## src/rtl/vc_tx_pkg.sv

```systemverilog
// rtl/vc_tx_pkg.sv - shared flit type and FSM state encodings for the credit transmitter
package vc_tx_pkg;

  localparam int FLIT_SIZE = 16;

  typedef logic [1:FLIT_SIZE] flit_t;

  typedef enum logic [1:0] {
    IDLE      = 2'd0,
    WAIT_LOW  = 2'd1,
    WAIT_HIGH = 2'd2
  } state_t;

endpackage

```

## src/rtl/vc_tx_if.sv

```systemverilog
// rtl/vc_tx_if.sv - upstream flit stream plus downstream vc load/credit bundle
interface vc_tx_if #(
  parameter int CNT_W = 16
);
  import vc_tx_pkg::*;

  flit_t            in_flit;
  logic             in_valid;
  logic             in_ready;
  flit_t            flit_out;
  logic             load;
  logic             vc_credit;
  logic             busy;
  logic [CNT_W-1:0] sent_count;

  modport slave (
    input  in_flit, in_valid, vc_credit,
    output in_ready, flit_out, load, busy, sent_count
  );

  modport master (
    output in_flit, in_valid, vc_credit,
    input  in_ready, flit_out, load, busy, sent_count
  );

endinterface

```

## src/rtl/vc_tx_fifo.sv

```systemverilog
// rtl/vc_tx_fifo.sv - small flit queue with combinational head; caller guards push/pop
module vc_tx_fifo
  import vc_tx_pkg::*;
#(
  parameter int FIFO_DEPTH = 4,
  parameter int ADDR_W     = 2
) (
  input  logic            clock,
  input  logic            reset,
  input  logic            push,
  input  logic            pop,
  input  flit_t           din,
  output flit_t           dout,
  output logic            full,
  output logic            empty,
  output logic [ADDR_W:0] count
);

  localparam logic [ADDR_W:0] FULL_CNT = (ADDR_W + 1)'(FIFO_DEPTH);

  flit_t             mem [FIFO_DEPTH];
  logic [ADDR_W-1:0] wr_ptr;
  logic [ADDR_W-1:0] rd_ptr;

  assign dout  = mem[rd_ptr];
  assign full  = (count == FULL_CNT);
  assign empty = (count == '0);

  // Storage needs no reset: count gates every read of it.
  always_ff @(posedge clock) begin
    if (push) mem[wr_ptr] <= din;
  end

  always_ff @(posedge clock or posedge reset) begin
    if (reset) begin
      wr_ptr <= '0;
      rd_ptr <= '0;
      count  <= '0;
    end else begin
      if (push) wr_ptr <= wr_ptr + 1'b1;
      if (pop)  rd_ptr <= rd_ptr + 1'b1;
      case ({push, pop})
        2'b10:   count <= count + 1'b1;
        2'b01:   count <= count - 1'b1;
        default: count <= count;
      endcase
    end
  end

endmodule

```

## src/rtl/vc_tx.sv

```systemverilog
// rtl/vc_tx.sv - credit-based transmitter feeding one downstream vc buffer
module vc_tx
  import vc_tx_pkg::*;
#(
  parameter int FIFO_DEPTH = 4,
  parameter int ADDR_W     = 2,
  parameter int CNT_W      = 16
) (
  input  logic    clock,
  input  logic    reset,
  vc_tx_if.slave  bus
);

  state_t           state_q, state_d;
  flit_t            flit_q, flit_d;
  logic             load_q, load_d;
  logic [CNT_W-1:0] cnt_q, cnt_d;

  logic             push, pop, full, empty;
  flit_t            head;
  logic [ADDR_W:0]  count;

  // in_ready is !full from the registered count, so a same-cycle pop never frees a slot.
  assign push = bus.in_valid && !full;

  vc_tx_fifo #(
    .FIFO_DEPTH (FIFO_DEPTH),
    .ADDR_W     (ADDR_W)
  ) u_fifo (
    .clock (clock),
    .reset (reset),
    .push  (push),
    .pop   (pop),
    .din   (bus.in_flit),
    .dout  (head),
    .full  (full),
    .empty (empty),
    .count (count)
  );

  always_comb begin
    state_d = state_q;
    flit_d  = flit_q;
    load_d  = 1'b0;
    cnt_d   = cnt_q;
    pop     = 1'b0;
    case (state_q)
      IDLE: begin
        if (count != '0 && bus.vc_credit) begin
          flit_d  = head;
          load_d  = 1'b1;
          pop     = 1'b1;
          cnt_d   = cnt_q + 1'b1;
          state_d = WAIT_LOW;
        end
      end
      // Credit still reads 1 right after load; wait for it to drop before trusting a rise.
      WAIT_LOW: begin
        if (!bus.vc_credit) state_d = WAIT_HIGH;
      end
      WAIT_HIGH: begin
        if (bus.vc_credit) state_d = IDLE;
      end
      default: state_d = IDLE;
    endcase
  end

  always_ff @(posedge clock or posedge reset) begin
    if (reset) begin
      state_q <= IDLE;
      flit_q  <= '0;
      load_q  <= 1'b0;
      cnt_q   <= '0;
    end else begin
      state_q <= state_d;
      flit_q  <= flit_d;
      load_q  <= load_d;
      cnt_q   <= cnt_d;
    end
  end

  assign bus.in_ready   = !full;
  assign bus.flit_out   = flit_q;
  assign bus.load       = load_q;
  assign bus.busy       = !empty || (state_q != IDLE);
  assign bus.sent_count = cnt_q;

endmodule

```

## src/flat_wrapper.sv

```systemverilog
// flat-port wrapper written by rule: the top's interface ports become plain ports
module vc_tx_flat import vc_tx_pkg::*;
#(
  parameter int FIFO_DEPTH = 4,
  parameter int ADDR_W     = 2,
  parameter int CNT_W      = 16
)
  (clock, reset, bus_in_flit, bus_in_valid, bus_vc_credit, bus_in_ready, bus_flit_out, bus_load, bus_busy, bus_sent_count);
  vc_tx_if #(.CNT_W(CNT_W)) bus_i ();
  input  logic clock;
  input  logic reset;
  input wire logic [$bits(bus_i.in_flit)-1:0] bus_in_flit;
  input wire logic [$bits(bus_i.in_valid)-1:0] bus_in_valid;
  input wire logic [$bits(bus_i.vc_credit)-1:0] bus_vc_credit;
  output wire logic [$bits(bus_i.in_ready)-1:0] bus_in_ready;
  output wire logic [$bits(bus_i.flit_out)-1:0] bus_flit_out;
  output wire logic [$bits(bus_i.load)-1:0] bus_load;
  output wire logic [$bits(bus_i.busy)-1:0] bus_busy;
  output wire logic [$bits(bus_i.sent_count)-1:0] bus_sent_count;
  assign bus_i.in_flit = bus_in_flit;
  assign bus_i.in_valid = bus_in_valid;
  assign bus_i.vc_credit = bus_vc_credit;
  assign bus_in_ready = bus_i.in_ready;
  assign bus_flit_out = bus_i.flit_out;
  assign bus_load = bus_i.load;
  assign bus_busy = bus_i.busy;
  assign bus_sent_count = bus_i.sent_count;
  vc_tx #(.FIFO_DEPTH(FIFO_DEPTH), .ADDR_W(ADDR_W), .CNT_W(CNT_W)) u_core (.clock(clock), .reset(reset), .bus(bus_i));
endmodule
```

## config.mk

```make
export PLATFORM = sky130hd
export DESIGN_NAME = vc_tx_flat
export DESIGN_NICKNAME = d
export VERILOG_FILES = /design/src/rtl/vc_tx_pkg.sv /design/src/rtl/vc_tx_if.sv /design/src/rtl/vc_tx_fifo.sv /design/src/rtl/vc_tx.sv /design/src/flat_wrapper.sv
export SDC_FILE = /design/constraint.sdc
export NUM_CORES = 1
export LEC_CHECK = 0
export CAP_MARGIN = 15
export CORE_ASPECT_RATIO = 2
export CORE_MARGIN = 2
export CORE_UTILIZATION = 30
export DETAILED_ROUTE_END_ITERATION = 12
export MAX_ROUTING_LAYER = met4
export PLACE_DENSITY_LB_ADDON = 0.08
export RECOVER_POWER = 50
export SYNTH_ARGS = -nofsm -noshare
export SYNTH_HDL_FRONTEND = slang
export SYNTH_SLANG_ARGS = --single-unit
```

## constraint.sdc

```tcl
create_clock -name clock -period 2.5 [get_ports clock]
set_input_delay 0.5 -clock clock [delete_from_list [all_inputs] [get_ports clock]]
set_output_delay 0.5 -clock clock [all_outputs]
set_load 0.02 [all_outputs]
```

# [Yosys cells after proc, flatten, opt, wreduce, memory -nomap -nowiden]
# Memories as Yosys holds them, arrays and structs flattened. A register that Yosys moved wholly into a read port is not among the register bits.
# Cells that the tools add are included.
[classes] addsub=5 eq_ne=8 muxes=9 n_reduce_logical=12
[op_table] op="16-bit by 1-bit adder with 16-bit output (second input constant)" n=1
[op_table] op="2-bit two-way mux" n=3
[op_table] op="2-bit case mux with 3 select lines" n=1
[op_table] op="3-bit case mux with 2 select lines" n=1
[op_table] op="2-bit by 1-bit adder with 2-bit output (second input constant)" n=2
[op_table] op="2-bit by 1-bit equality test with 1-bit output (second input constant)" n=2
[op_table] op="2-bit equality test (second input constant)" n=2
[op_table] op="1-bit two-way mux" n=4
[op_table] op="2-bit != test (second input constant)" n=2
[op_table] op="2-bit nonzero test" n=2
[op_table] op="3-bit by 1-bit adder with 3-bit output (second input constant)" n=1
[op_table] op="3-bit equality test (second input constant)" n=1
[op_table] op="3-bit zero test" n=1
[op_table] op="3-bit AND reduction" n=1
[op_table] op="3-bit nonzero test" n=1
[op_table] op="3-bit by 1-bit subtractor with 3-bit output (second input constant)" n=1
[op_table] op="1-bit logical AND" n=2
[op_table] op="1-bit zero test" n=2
[op_table] op="2-bit zero test" n=1
[op_table] op="2-bit by 1-bit != test with 1-bit output (second input constant)" n=1
[op_table] op="2-bit AND reduction" n=1
[op_table] op="1-bit logical OR" n=1
[totals] reg_bits=26 ram_bits=64 inputBits=20 out_inout_bits=35 elab_cells=41 memories=1
[memory_table] name="u_core.u_fifo.mem" words=4 width=16 read_ports=1 rd_ports_with_merged_regs=1 wr=1 line_no="vc_tx_fifo.sv:21" rtl="flit_t mem [FIFO_DEPTH];"

# [Depth between registers and ports, before layout]
# Gate-level depths: netlist of run 1.
[depth] word_depth=6 mapped_depth=11 mapped_depth_nobuf=9

# [Modules after synthesis]
# Synthesis of run 1 repeated with hierarchy kept, for this count alone.
[hier_totals] hier_cells=265 hier_area_um2=4255.3
[by_module_without_submodules] module="vc_tx_fifo" instances=1 cells_each=121 area_per_inst_um2=2752.6 seq_area_each_um2=2097.0
[by_module_without_submodules] module="vc_tx" instances=1 cells_each=144 area_per_inst_um2=1502.7 seq_area_each_um2=875.8

# [Worst setup path before layout of run 1]
# OpenSTA, ideal clock, no wires.
[synth_path] kind="input to register" startpoint="input port bus_vc_credit" endpoint="register u_core.u_fifo.count[2]" setup_time_ns=0.079 arrival_ns=2.111 required_ns=2.421 path_slack_ns=0.310 path_stages=10 n_path_buf=1 path_cell_list="nor3b_4 nand2_2 inv_2 buf_2 ha_1 inv_1 fa_1 xor2_1 nor2_1 xor2_1"
[synth_via] elab_chain_len=5 elab_cells_between_ends=7 cone_classes="eq/ne: 2; mux: 3; reduce/logical: 2"
[synth_lines] item="start: declaration" line_no="flat_wrapper.sv:14" rtl="input wire logic [$bits(bus_i.vc_credit)-1:0] bus_vc_credit;"
[synth_lines] item="1-bit logical AND *" line_no="vc_tx.sv:49" rtl="if (count != '0 && bus.vc_credit) begin"
[synth_lines] item="1-bit two-way mux * (2 in a row)"
[synth_lines] item="named net u_core.load_d" line_no="vc_tx.sv:16" rtl="logic load_q, load_d;"
[synth_lines] item="2-bit by 1-bit equality test with 1-bit output / 2-bit equality test (equally long branches)" line_no="vc_tx_fifo.sv:42" rtl="case ({push, pop})"
[synth_lines] item="3-bit case mux with 2 select lines / 2-bit nonzero test (equally long branches)"
[synth_lines] item="end signal: assignment" line_no="vc_tx_fifo.sv:43" rtl="2'b10: count <= count + 1'b1;"
[synth_lines] item="end signal: assignment" line_no="vc_tx_fifo.sv:44" rtl="2'b01: count <= count - 1'b1;"
[synth_lines] item="end signal: assignment" line_no="vc_tx_fifo.sv:45" rtl="default: count <= count;"
[synth_lines] item="end: declaration" line_no="vc_tx_fifo.sv:16" rtl="output logic [ADDR_W:0] count"
# The timed path passes the listed nets; every way through them passes the cells marked *.
# A chain may end at the register's enable or synchronous reset.

# [Worst setup path in the final report of run 1]
[layout_path] startpoint="register u_core.u_fifo.count[2]" endpoint="output port bus_busy"
[layout_via] elab_chain_len=3
[layout_lines] item="3-bit zero test" line_no="vc_tx_fifo.sv:27" rtl="assign empty = (count == '0);"
[layout_lines] item="1-bit zero test" line_no="vc_tx.sv:85" rtl="assign bus.busy = !empty || (state_q != IDLE);"
[layout_lines] item="1-bit logical OR" line_no="vc_tx.sv:85"
[layout_lines] item="end: declaration" line_no="flat_wrapper.sv:18" rtl="output wire logic [$bits(bus_i.busy)-1:0] bus_busy;"
# Every way passes these cells.

==> impl_metrics.env, run 1 <==
export IMPL_first_iter_violations=55
export IMPL_area_growth_pct=25.7
export IMPL_wl_um=8280
export IMPL_crit_arrival_ns=1.78
export IMPL_clock_sinks=106
export IMPL_start_kind="flop"
export IMPL_syn_area_um2=4250
export IMPL_clk_latency_ns=0.34
export IMPL_holdCritPathClass="reg -> reg"
export IMPL_grt_max_degree=43
export IMPL_grtUsageMet1=0.141
export IMPL_worst_pin_slew_ns=1.20
export IMPL_setup_ws_ns=0.216
export IMPL_clk_pin_slew_ns=0.07
export IMPL_drive_above_1_share=0.150
export IMPL_hold_viol=0
export IMPL_crit_type="reg -> out"
export IMPL_die_h_um=172
export IMPL_synth_distinct_cells=34
export IMPL_worstSetupStartpoint="u_core.u_fifo.count[2]$_DFFE_PP0P_"
export IMPL_synth_nets=293
export IMPL_port_buffers=54
export IMPL_slew_headroom=0.201
export IMPL_period_minus_slack_ns=2.28
export IMPL_p_total_mw=5.91
export IMPL_grt_busiest_layer="met2"
export IMPL_synthFlopType="edfxtp_1"
export IMPL_syn_area_per_cell_um2=16.0
export IMPL_globalplace_congestion=0.729
export IMPL_core_area_um2=13900
export IMPL_dpl_hpwl_um=5460
export IMPL_critPathMaxStageDelay_ns=0.41
export IMPL_drc=0
export IMPL_slowest_stage="dfrtp_1"
export IMPL_synth_edf_count=64
export IMPL_status="complete, no violations"
export IMPL_initial_core_util=0.306
export IMPL_hold_path_startpoint="u_core.bus.sent_count[15]$_DFFE_PP0P_"
export IMPL_rows=61
export IMPL_setup_violations_final=0
export IMPL_endpoint_kind="output port"
export IMPL_cpMostUsedCell="or3_1"
export IMPL_grt_pass1_vias=2408
export IMPL_synth_seq_cells=106
export IMPL_pwr_density_cell_nw_per_um2=1110
export IMPL_numCtsBuffers=9
export IMPL_wl_per_cell_um=15.7
export IMPL_synthCells=266
export IMPL_ys_async_sr_fraction=0.396
export IMPL_cts_tree="done"
export IMPL_grt_pass1_wl_um=13200
export IMPL_final_max_slew_violation_count=0
export IMPL_clockBufferDepth=2
export IMPL_fin_nets=362
export IMPL_seq_area_frac_synth=0.699
export IMPL_antenna_left=0
export IMPL_cts_setup_buffers=0
export IMPL_crit_path_max_fanout=4
export IMPL_cts_max_level=3
export IMPL_track_usage=0.123
export IMPL_antenna_found_initial=0
export IMPL_cp_required_ns=2.00
export IMPL_gr_total_overflow=0
export IMPL_place_ws_ns=0.0246
export IMPL_reg2reg_slack_ns=0.39
export IMPL_power_leakage_nw=2.12
export IMPL_final_cell_mix="edfxtp_1 (64), nand2_1 (58), dfrtp_1 (42)"
export IMPL_period_share=0.914
export IMPL_io_pins=55
export IMPL_max_freq_ghz=0.438
export IMPL_layout_commonest_cell="edfxtp_1"
export IMPL_rsz0062_at_grt="no"
export IMPL_ys_warn_count=0
export IMPL_die_area_um2=15200
export IMPL_met2_usage=0.208
export IMPL_maxCapViolations=0
export IMPL_dieWidth_um=88.2
export IMPL_diodes=0
export IMPL_r2r_start="u_core.u_fifo.count[0]$_DFFE_PP0P_"
export IMPL_vias_per_cell=4.36
export IMPL_cts_hold_buf=0
export IMPL_grtUsageMet3=0.0258
export IMPL_crit_chain="or3_1, or3_1, dlygate4sd2_1"
export IMPL_dr_total_vias=2306
export IMPL_dr_pass1_iters=4
export IMPL_cts_root_buffer="clkbuf_16"
export IMPL_finClkSkew_ns=0.00528
export IMPL_setup_tns_ns=0
export IMPL_ir_drop_v=0.000289
Yosys cell counts (2+ instances only):
library cell,n,share of area
buf_2,3,0.0035
xnor2_1,11,0.023
nor2_1,8,0.0071
xor2_1,11,0.023
nand4_1,4,0.0059
nand3_1,3,0.0035
buf_6,4,0.011
inv_1,8,0.0071
nand2_2,2,0.0029
ha_1,6,0.018
nor3_1,2,0.0024
mux4_2,16,0.085
dfrtp_1,42,0.25
edfxtp_1,64,0.45
nand2_1,58,0.051
and3_1,4,0.0059
or3_1,2,0.0029
buf_4,2,0.0035
layer usage:
metal	share of wire	up-vias
met5	0	-
met4	0.018	0
met3	0.034	9
met2	0.54	47
met1	0.41	1165
li1	-	1085
per-stage QoR:
| step | area, um2 | hold slack [ns] | util | std cells |
|---|---|---|---|---|
| 2_1_floorplan | 4250 | 0.474 | - | 266 |
| 4_1_cts | 5370 | 0.475 | 0.386 | 529 |
| 3_5_place_dp | 5070 | 0.462 | 0.365 | 513 |
| 5_1_grt | 5350 | 0.481 | 0.385 | 529 |
| 3_3_place_gp | 5070 | 0.459 | 0.365 | 513 |
| 6_report | 5350 | 0.467 | 0.385 | 529 |
critical path: cells and delay by family, from the launching register on:
family | cells | cell delay (ns)
buf+inv | 1 | 0.32
flops | 1 | 0.41
simple gates | 2 | 0.71
state kept, by name, summed over array words and instances, names as in the netlist:
register / flops
u_core.u_fifo.rd_ptr: 2
u_core.u_fifo.count: 3
u_core.bus.load: 1
u_core.u_fifo.mem: 64
u_core.bus.flit_out: 16
u_core.u_fifo.wr_ptr: 2
u_core.bus.sent_count: 16
u_core.state_q: 2
where the power goes:
group	leakage [nW]	internal, mW	switching, mW
logic	0.849	0.913	0.975
clock network	0.146	0.786	0.638
registers	1.12	2.34	0.260
total	2.12	4.04	1.87
cell families after synthesis:
family,after synthesis,share of synthesized area
DFF,106,0.699
adders and majority gates,7,0.0224
AOI/OAI and AO/OA,1,0.00118
and+or+nand+nor,94,0.117
muxes,18,0.0897
xor gates and xnor gates,22,0.0453
buffers and inverters,18,0.0256
layout make-up:
type	count	area, um2
clock buffers	9	225
clock inverters	7	75.1
fillers	1391	8540
inverters	9	33.8
multi-input cells	142	1170
flip-flops and latches	106	2970
well taps	189	236
repair buffers	67	632
path summary, 6_finish.rpt:
kind                                                    endpoint  cells past startpoint
max                                                     bus_busy                      3
min                        u_core.bus.sent_count[15]$_DFFE_PP0P_                      1
max reg2reg                   u_core.u_fifo.mem[1][11]$_DFFE_PP_                      4
min reg2reg                u_core.bus.sent_count[15]$_DFFE_PP0P_                      1
max in group asynchronous     u_core.u_fifo.count[2]$_DFFE_PP0P_                      3
min in group asynchronous   u_core.bus.sent_count[9]$_DFFE_PP0P_                      3
timing repair:
item                                    4_1_cts  5_1_grt
endpoints found under the setup margin        1        0
endpoints found under the hold margin         0        0
resized for setup                             1        0
Note: power is estimated with default switching activity, not from simulation.
==> run 2: changes to the inputs <==
--- a/config.mk
+++ b/config.mk
@@ -15,4 +15,5 @@
 export RECOVER_POWER = 50
 export SYNTH_ARGS = -nofsm -noshare
 export SYNTH_HDL_FRONTEND = slang
+export SYNTH_HIERARCHICAL = 1
 export SYNTH_SLANG_ARGS = --single-unit
==> run 2 against run 1 <==
Clock power fell by 6%. Largest power group unchanged. Area after synthesis about the same. Die area about the same. Critical endpoint is now u_core/u_fifo/count[2]$_DFFE_PP0P_.
==> impl_metrics.env, run 2 <==
export IMPL_setup_violations_final=0
export IMPL_antenna_found_initial=0
export IMPL_crit_path_max_fanout=2
export IMPL_synth_commonest_cells="edfxtp_1 (64), nand2_1 (59), dfrtp_1 (42), xnor2_1 (18), inv_1 (10)"
export IMPL_crit_arrival_ns=2.57
export IMPL_dieWidth_um=88.2
export IMPL_rsz0062_at_grt="no"
export IMPL_yosysMostFrequentCell="edfxtp_1"
export IMPL_clk_pin_slew_ns=0.07
export IMPL_start_kind="input port"
export IMPL_period_minus_slack_ns=2.30
export IMPL_cts_tree="done"
export IMPL_synth_nets=292
export IMPL_yosys_top_cells_area="edfxtp_1 (45%), dfrtp_1 (25%), nand2_1 (5.2%), mux4_1 (4.9%), mux4_2 (4.2%)"
export IMPL_final_util=0.385
export IMPL_wl_um=8170
export IMPL_syn_area_um2=4260
export IMPL_synth_seq_cells=106
export IMPL_hold_path_startpoint="u_core/bus.sent_count[15]$_DFFE_PP0P_"
export IMPL_cts_root_buffer="clkbuf_16"
export IMPL_cts_hold_buf=0
export IMPL_pwr_density_cell_nw_per_um2=1090
export IMPL_core_area_um2=13900
export IMPL_ys_async_sr_fraction=0.396
export IMPL_holdWs_ns=0.477
export IMPL_dpl_hpwl_um=5510
export IMPL_max_freq_ghz=0.435
export IMPL_cts_resized=0
export IMPL_cts_max_level=3
export IMPL_finClkSkew_ns=0.00949
export IMPL_maxCapViolations=0
export IMPL_grt_pass1_wl_um=13100
export IMPL_synth_distinct_cells=31
export IMPL_r2r_start="u_core/u_fifo/count[0]$_DFFE_PP0P_"
export IMPL_p_total_mw=5.83
export IMPL_track_usage=0.121
export IMPL_synth_top_cell_by_area="edfxtp_1"
export IMPL_whs_endpoint="u_core/bus.sent_count[15]$_DFFE_PP0P_"
export IMPL_die_area_um2=15200
export IMPL_grt_pass1_vias=2444
export IMPL_slew_headroom=0.373
export IMPL_ir_drop_v=0.000374
export IMPL_clockBufferDepth=2
export IMPL_final_max_slew_violation_count=0
export IMPL_clock_sinks=106
export IMPL_setup_tns_ns=0
export IMPL_ys_warn_count=6
export IMPL_io_pins=55
export IMPL_area_growth_pct=25.6
export IMPL_diodes=0
export IMPL_period_share=0.919
export IMPL_holdPathStages=1
export IMPL_gr_total_overflow=0
export IMPL_clkPwrFrac=0.228
export IMPL_fin_nets=360
export IMPL_cts_setup_buffers=0
export IMPL_initial_core_util=0.306
export IMPL_yosys_area_top_type_share=0.452
export IMPL_final_cell_mix="edfxtp_1 (64), nand2_1 (59), dfrtp_1 (42)"
export IMPL_grt_max_degree=36
export IMPL_hold_viol=0
export IMPL_largest_reg_flops=64
export IMPL_timing_rr_end="u_core/u_fifo/count[2]$_DFFE_PP0P_"
export IMPL_status="complete, no violations"
export IMPL_synthCells=265
export IMPL_globalplace_congestion=0.757
export IMPL_cp_required_ns=2.77
export IMPL_dr_pass1_iters=4
export IMPL_drive_above_1_share=0.109
export IMPL_dr_total_vias=2281
export IMPL_port_buffers=54
export IMPL_seq_area_frac_synth=0.699
export IMPL_rows=61
export IMPL_combPwrFrac=0.335
export IMPL_intPower_mw=3.93
export IMPL_synthFlopType="edfxtp_1"
export IMPL_reg2reg_depth=9
export IMPL_crit_type="in -> reg"
export IMPL_syn_area_per_cell_um2=16.1
export IMPL_numCtsBuffers=9
export IMPL_worst_pin_slew_ns=0.940
export IMPL_endpoint_kind="flop"
export IMPL_clk_latency_ns=0.34
export IMPL_power_leakage_nw=2.06
export IMPL_seq_power_share=0.437
export IMPL_first_iter_violations=136
export IMPL_p_sw_mw=1.90
export IMPL_reg2reg_slack_ns=0.42
export IMPL_die_h_um=172
export IMPL_synth_edf_count=64
export IMPL_wl_per_cell_um=15.5
export IMPL_antenna_left=0
export IMPL_p_sw_frac=0.326
export IMPL_top_register="u_core/u_fifo/mem"
export IMPL_drc=0
export IMPL_holdCritPathClass="reg -> reg"
export IMPL_vias_per_cell=4.33
export IMPL_layout_commonest_cell="edfxtp_1"
[run 2: metal layers]
layer  vias up  global-route usage  part of all wire
met3         9              0.0263             0.028
met2        43               0.210              0.55
met5         -                   -                 0
met4         0              0.0494             0.016
li1       1081                   -                 -
met1      1148               0.133              0.41
[run 2: per-stage QoR]
| step | std cells | instance area, um2 | setup slack [ns] |
|---|---|---|---|
| after global placement | 511 | 5080 | -0.0882 |
| after detailed placement | 511 | 5080 | -0.0884 |
| after CTS | 527 | 5360 | 0.250 |
| after floorplan | 265 | 4260 | 0.208 |
| after global routing | 527 | 5340 | 0.114 |
| final | 527 | 5340 | 0.202 |
[run 2: layout make-up]
class,instances,area (um2)
Multi-Input combinational cell,139,1150
Tap cell,189,236
Clock inverter,7,51.3
Fill cell,1368,8550
Inverter,11,46.3
Sequential cell,106,2970
Clock buffer,9,225
Timing Repair Buffer,66,664
[run 2: cells by family (layout without fill, tap and decap cells)]
group | Yosys count | count (layout) | share of synthesized area
compound gates | 2 | 2 | 0.00235
simple gates | 91 | 91 | 0.105
buf+inv | 20 | 93 | 0.0321
fa+ha+maj | 7 | 7 | 0.0223
mux | 17 | 17 | 0.0941
xor+xnor | 22 | 22 | 0.0453
flops | 106 | 106 | 0.699
[run 2: power by group through the flow]
stage / Combinational (mW) / Clock [mW] / Sequential, mW
after floorplan: 1.08 / 0 / 2.75
after global placement: 2.01 / 0 / 2.59
after detailed placement: 2.03 / 0 / 2.60
after CTS: 2.03 / 1.39 / 2.56
after global routing: 2.15 / 1.44 / 2.60
final: 1.95 / 1.33 / 2.55
[run 2: worst max path at each step]
stage                                               to                          startpoint  cells after the start  slack [ns]
finish              u_core/u_fifo/count[2]$_DFFE_PP0P_                       bus_vc_credit                     10        0.20
global route        u_core/u_fifo/count[2]$_DFFE_PP0P_                       bus_vc_credit                     10        0.11
CTS                                       bus_in_ready  u_core/u_fifo/count[0]$_DFFE_PP0P_                      4        0.25
detailed placement  u_core/u_fifo/count[2]$_DFFE_PP0P_                       bus_vc_credit                     10       -0.09
global placement    u_core/u_fifo/count[2]$_DFFE_PP0P_                       bus_vc_credit                     10       -0.09
floorplan           u_core/u_fifo/count[2]$_DFFE_PP0P_                       bus_vc_credit                     11        0.21
[run 2: critical path, cell delays in order]
cell	delay [ns]
dlygate4sd3_1	0.59
nand2b_4	0.06
or3_1	0.37
clkinv_4	0.07
ha_1	0.15
inv_1	0.05
fa_1	0.37
xor2_1	0.15
nor2_1	0.12
xor2_1	0.14
